[src/rtl/xbar_out_stage.sv]
// rtl/xbar_out_stage.sv - crossbar output mux with 2-entry skid buffer; optional ONEHOT_CHECK_EN grant checker
module xbar_out_stage #(
    parameter int NPORT = 5,
    parameter int DATAW = 64,
    parameter int VCHW  = 2
) (
    input  logic                   clk,
    input  logic                   rst,
    input  logic [NPORT*DATAW-1:0] idata,
    input  logic [NPORT-1:0]       ivalid,
    input  logic [NPORT*VCHW-1:0]  ivch,
    input  logic [NPORT-1:0]       sel,
    output logic                   iready,
    output logic [DATAW-1:0]       odata,
    output logic                   ovalid,
    output logic [VCHW-1:0]        ovch,
    input  logic                   oready
`ifdef ONEHOT_CHECK_EN
    ,
    output logic                   sel_err
`endif
);

    logic [DATAW-1:0] cand_data;
    logic [VCHW-1:0]  cand_vch;
    logic             cand_any_valid;
    logic             sel_onehot;
    logic             cand_valid;
    logic             push;
    logic             pop;

    logic             main_valid_q, main_valid_d;
    logic [DATAW-1:0] main_data_q,  main_data_d;
    logic [VCHW-1:0]  main_vch_q,   main_vch_d;
    logic             skid_valid_q, skid_valid_d;
    logic [DATAW-1:0] skid_data_q,  skid_data_d;
    logic [VCHW-1:0]  skid_vch_q,   skid_vch_d;

    // AND-OR mux; only meaningful when sel is one-hot, which cand_valid enforces
    always_comb begin
        cand_data      = '0;
        cand_vch       = '0;
        cand_any_valid = 1'b0;
        for (int i = 0; i < NPORT; i++) begin
            if (sel[i]) begin
                cand_data      = cand_data | idata[i*DATAW +: DATAW];
                cand_vch       = cand_vch | ivch[i*VCHW +: VCHW];
                cand_any_valid = cand_any_valid | ivalid[i];
            end
        end
    end

    assign sel_onehot = (sel != '0) && ((sel & (sel - {{(NPORT-1){1'b0}}, 1'b1})) == '0);
    assign cand_valid = sel_onehot & cand_any_valid;
    assign iready     = ~skid_valid_q;
    assign push       = cand_valid & iready;
    assign pop        = main_valid_q & oready;

    // A push can only happen with the skid empty, so a skid refill never competes with a push
    always_comb begin
        main_valid_d = main_valid_q;
        main_data_d  = main_data_q;
        main_vch_d   = main_vch_q;
        skid_valid_d = skid_valid_q;
        skid_data_d  = skid_data_q;
        skid_vch_d   = skid_vch_q;
        if (pop || !main_valid_q) begin
            if (skid_valid_q) begin
                main_valid_d = 1'b1;
                main_data_d  = skid_data_q;
                main_vch_d   = skid_vch_q;
                skid_valid_d = 1'b0;
            end else if (push) begin
                main_valid_d = 1'b1;
                main_data_d  = cand_data;
                main_vch_d   = cand_vch;
            end else begin
                main_valid_d = 1'b0;
            end
        end else if (push) begin
            skid_valid_d = 1'b1;
            skid_data_d  = cand_data;
            skid_vch_d   = cand_vch;
        end
    end

    always_ff @(posedge clk or posedge rst) begin
        if (rst) begin
            main_valid_q <= 1'b0;
            main_data_q  <= '0;
            main_vch_q   <= '0;
            skid_valid_q <= 1'b0;
            skid_data_q  <= '0;
            skid_vch_q   <= '0;
        end else begin
            main_valid_q <= main_valid_d;
            main_data_q  <= main_data_d;
            main_vch_q   <= main_vch_d;
            skid_valid_q <= skid_valid_d;
            skid_data_q  <= skid_data_d;
            skid_vch_q   <= skid_vch_d;
        end
    end

    assign ovalid = main_valid_q;
    assign odata  = main_data_q;
    assign ovch   = main_vch_q;

`ifdef ONEHOT_CHECK_EN
    logic sel_multi_hot;
    logic sel_err_q;

    // Zero sel is an idle cycle, not an error
    assign sel_multi_hot = (sel != '0) && !sel_onehot;

    always_ff @(posedge clk or posedge rst) begin
        if (rst) begin
            sel_err_q <= 1'b0;
        end else if (sel_multi_hot) begin
            sel_err_q <= 1'b1;
        end
    end

    always_ff @(posedge clk) begin
        if (!rst) begin
            assert (!sel_multi_hot) else $error("xbar_out_stage: multi-hot sel %b", sel);
        end
    end

    assign sel_err = sel_err_q;
`endif

endmodule

[config.mk]
export PLATFORM = sky130hd
export DESIGN_NAME = xbar_out_stage
export DESIGN_NICKNAME = d
export VERILOG_FILES = /design/src/rtl/xbar_out_stage.sv
export SDC_FILE = /design/constraint.sdc
export NUM_CORES = 1
export LEC_CHECK = 0
export ABC_AREA = 1
export CAP_MARGIN = 20
export CORE_AREA = 10 10 150 152
export DETAILED_ROUTE_END_ITERATION = 16
export DIE_AREA = 0 0 160 162
export PLACE_DENSITY = 0.86
export SETUP_SLACK_MARGIN = 0.15
export SLEW_MARGIN = 10
export SYNTH_ARGS = -nofsm -noshare
export SYNTH_HDL_FRONTEND = slang
export SYNTH_SLANG_ARGS = --single-unit
[constraint.sdc]
create_clock -name clk -period 13.5 [get_ports clk]
set_input_delay 4.05 -clock clk [delete_from_list [all_inputs] [get_ports clk]]
set_output_delay 4.05 -clock clk [all_outputs]
set_load 0.01 [all_outputs]
==> flow_metrics.tcl <==
set metrics [dict create \
    globalRoute.totalOverflow 0 \
    cp-end-kind "register" \
    syn_nets 1589 \
    ios 411 \
    grt_antenna_before_repair 0 \
    rsz0062_at_grt "no" \
    multi_input_area_sq_um 4200 \
    drt.antenna.violating_nets 0 \
    drv_slew 0 \
    postCtsSetupBuffers 0 \
    register_area_sq_um 3360 \
    remaining_drc_errors 0 \
    routabilityCongestion 0.855 \
    track_usage_pct 22.0 \
    die_area_sq_um 25900 \
    vias 9237 \
    finalNetCount 1940 \
    die_w_microns 160 \
    final.fill_count 1695 \
    synthCells 1246 \
    cts_made_buffers 17 \
    cts.sinks 134 \
    period_needed_ns 6.63 \
    drive_gt1_share_pct 3.60 \
    finalClockSkew_ns 0.00619 \
    synthAdderAreaFrac_pct 0 \
    avgSynthCellArea_sq_um 6.43 \
    start_util_pct 41.3 \
    fmax_mhz 151 \
    areaGrowthSynthToFinish_pct 58.9 \
    drt-total-wl_mm 30.1 \
    outcome "complete, no violations" \
    rows 51 \
    worst_ep_arrival_time_ns 6.93 \
    tritoncts "done" \
    cp-start-kind "primary input" \
    yosysSeqAreaShare_pct 41.9 \
    design_area_sq_um 12700 \
    power_frac_comb_pct 32.8 \
    synth.area.top_cells "dfrtp_1 42%, nand2_1 32%, nand3_1 8.4%" \
    synthMuxAreaShare_pct 0 \
    drt_iter0_drc 654 \
    diodes 0 \
    p_leak_nw 5.96 \
    first_pass_iters 5 \
    yosys.area.top_type_share_pct 41.9 \
    vias_per_cell 4.93 \
    p_per_area_nw_per_um2 133 \
    power_switching_uw 520 \
    cts-resized-gates 0 \
    hp-class "reg -> reg" \
    post-dp-hpwl_mm 22.5 \
    p_sw_share_pct 30.7 \
    portBuffers 410 \
    synth_top_family_by_area "simple AND/OR/NAND/NOR gates" \
    worst_pin_slew_ns 0.866 \
    hold_ws_ns 0.468 \
    clock_latency_ns 0.41 \
    finalPower_mw 1.69 \
    grt_pass1_vias 9083 \
    clk_pin_slew_ns 0.05 \
    slew_headroom_pct 42.3 \
    die_h_microns 162 \
    synth_compound_area_share_pct 8.31 \
    synth-simple-area-share_pct 44.1 \
    cts_buffer_depth 2 \
    synth.distinct_cells 17 \
    grt_max_degree 133 \
    synth-xor-area-share_pct 0 \
    yosysWarnings 0 \
    netlist_area_sq_um 8010 \
    setup_tns_ns 0 \
    grt_first_pass_wirelength_mm 46.9 \
    core-area_sq_um 19400 \
    critPathMaxFanout 69 \
    fin_crit_sh_pct 49.1 \
    p_seq_share_pct 38.6 \
    crit_type "in -> reg" \
    worst_ir_drop_vdd_uv 78.8 \
    cp.required_ns 13.79 \
    clock-root-buffer "clkbuf_16" \
    yosysTopAreaCell "dfrtp_1" \
    finalSetupViolations 0 \
    synth_seq_cells 134 \
    drt-wirelength-per-cell_microns 16.0 \
    p_clk_share_pct 28.6 \
    max-cap-violations 0 \
    hold_viol_final 0 \
    postPlaceCellArea_sq_um 12100 \
    cts_max_level 4 \
    cts_hold_buffers 0 \
    p_int_mw 1.17 \
]
placed cells by master, fill, tap and decap left out, types with 2 or more instances in the layout:
cell type / Yosys / routed
clkbuf_1: 39 / 2
buf_4: 6 / 11
nand3_1: 134 / 134
nor2_1: 67 / 67
o21ai_1: 16 / 16
bufinv_16: 0 / 4
clkbuf_16: 0 / 17
nand2_2: 3 / 4
dfrtp_1: 134 / 133
clkdlybuf4s50_1: 0 / 405
inv_1: 4 / 3
clkinv_4: 0 / 2
clkinv_2: 0 / 2
clkinvlp_4: 0 / 4
o21ai_0: 116 / 116
nor2_4: 3 / 3
nand2_1: 676 / 675
buf_2: 39 / 5
per-stage QoR:
stage          utilization (%)  std cells  worst slack, ns
6_report                  65.6       1875             6.87
5_1_grt                   65.6       1875             6.63
4_1_cts                   65.5       1874             6.90
3_5_place_dp              62.2       1842             6.47
3_3_place_gp              62.2       1842             6.55
2_1_floorplan                -       1246             5.87
worst paths after layout:
check | startpoint | to | slack (ns) | cells past startpoint
worst min register to register | odata[36] | odata[36] | 0.47 | 2
max in group asynchronous | rst | skid_valid_q | 8.02 | 3
worst max-delay path | sel[3] | odata[35] | 6.87 | 13
worst max register to register | skid_valid_q | odata[35] | 10.58 | 7
worst min-delay path | odata[36] | odata[36] | 0.47 | 2
min in group asynchronous | rst | skid_data_q[26] | 4.09 | 2
power by group through the flow:
stage | sequential [mW] | clock, mW | combinational (mW)
6_report | 0.652 | 0.484 | 0.555
5_1_grt | 0.670 | 0.510 | 0.613
4_1_cts | 0.651 | 0.491 | 0.562
3_5_place_dp | 0.654 | 0 | 0.560
3_3_place_gp | 0.648 | 0 | 0.542
2_1_floorplan | 0.668 | 0 | 0.216
cell type report:
cell class / count / area share [%]
clock inverters: 12 / 1.40
clock buffers: 20 / 3.51
flip-flops and latches: 134 / 26.4
repair buffers: 422 / 32.9
inverters: 4 / 0.157
multi-input cells: 1018 / 33.0
well taps: 265 / 2.61
registers in the layout, summed over array words and instances (netlist names):
name / count
odata: 64
skid_data_q: 64
ovch: 2
skid_vch_q: 2
ovalid: 1
skid_valid_q: 1
synthesized netlist by cell type:
cell	number
buf_1	1
nand2_2	3
inv_1	4
buf_4	6
buf_6	5
nand3_1	134
o21ai_1	16
nor2_4	3
o21ai_0	116
nor2_1	67
a21oi_1	1
dfrtp_1	134
nand3_2	1
clkbuf_1	39
buf_2	39
nor2_2	1
nand2_1	676
kinds of logic after synthesis:
group | count (synthesis)
AOI/OAI and AO/OA | 133
buffers and inverters | 94
DFF | 134
and+or+nand+nor | 885
worst max-delay path: stages:
cell and delay (ns):
buf_2 0.08, buf_4 0.60, nand2_1 0.11, nand3_1 0.13
nor2_2 0.05, nor2_4 0.13, nand2_2 0.07, nand2_2 0.05
buf_4 0.57, nand2_2 0.41, buf_4 0.41, nand2_1 0.13
nand2_1 0.06
per-layer routing:
layer	track usage (%)	wire [microns]	part of all wire, %	vias up
li1	-	-	-	4642
met1	24.6	11500	38	4213
met2	39.5	15800	52	331
met3	5.76	2060	6.8	51
met4	7.76	770	2.6	0
met5	0	0	0	-
No activity file was read; power rests on OpenSTA's default activity.
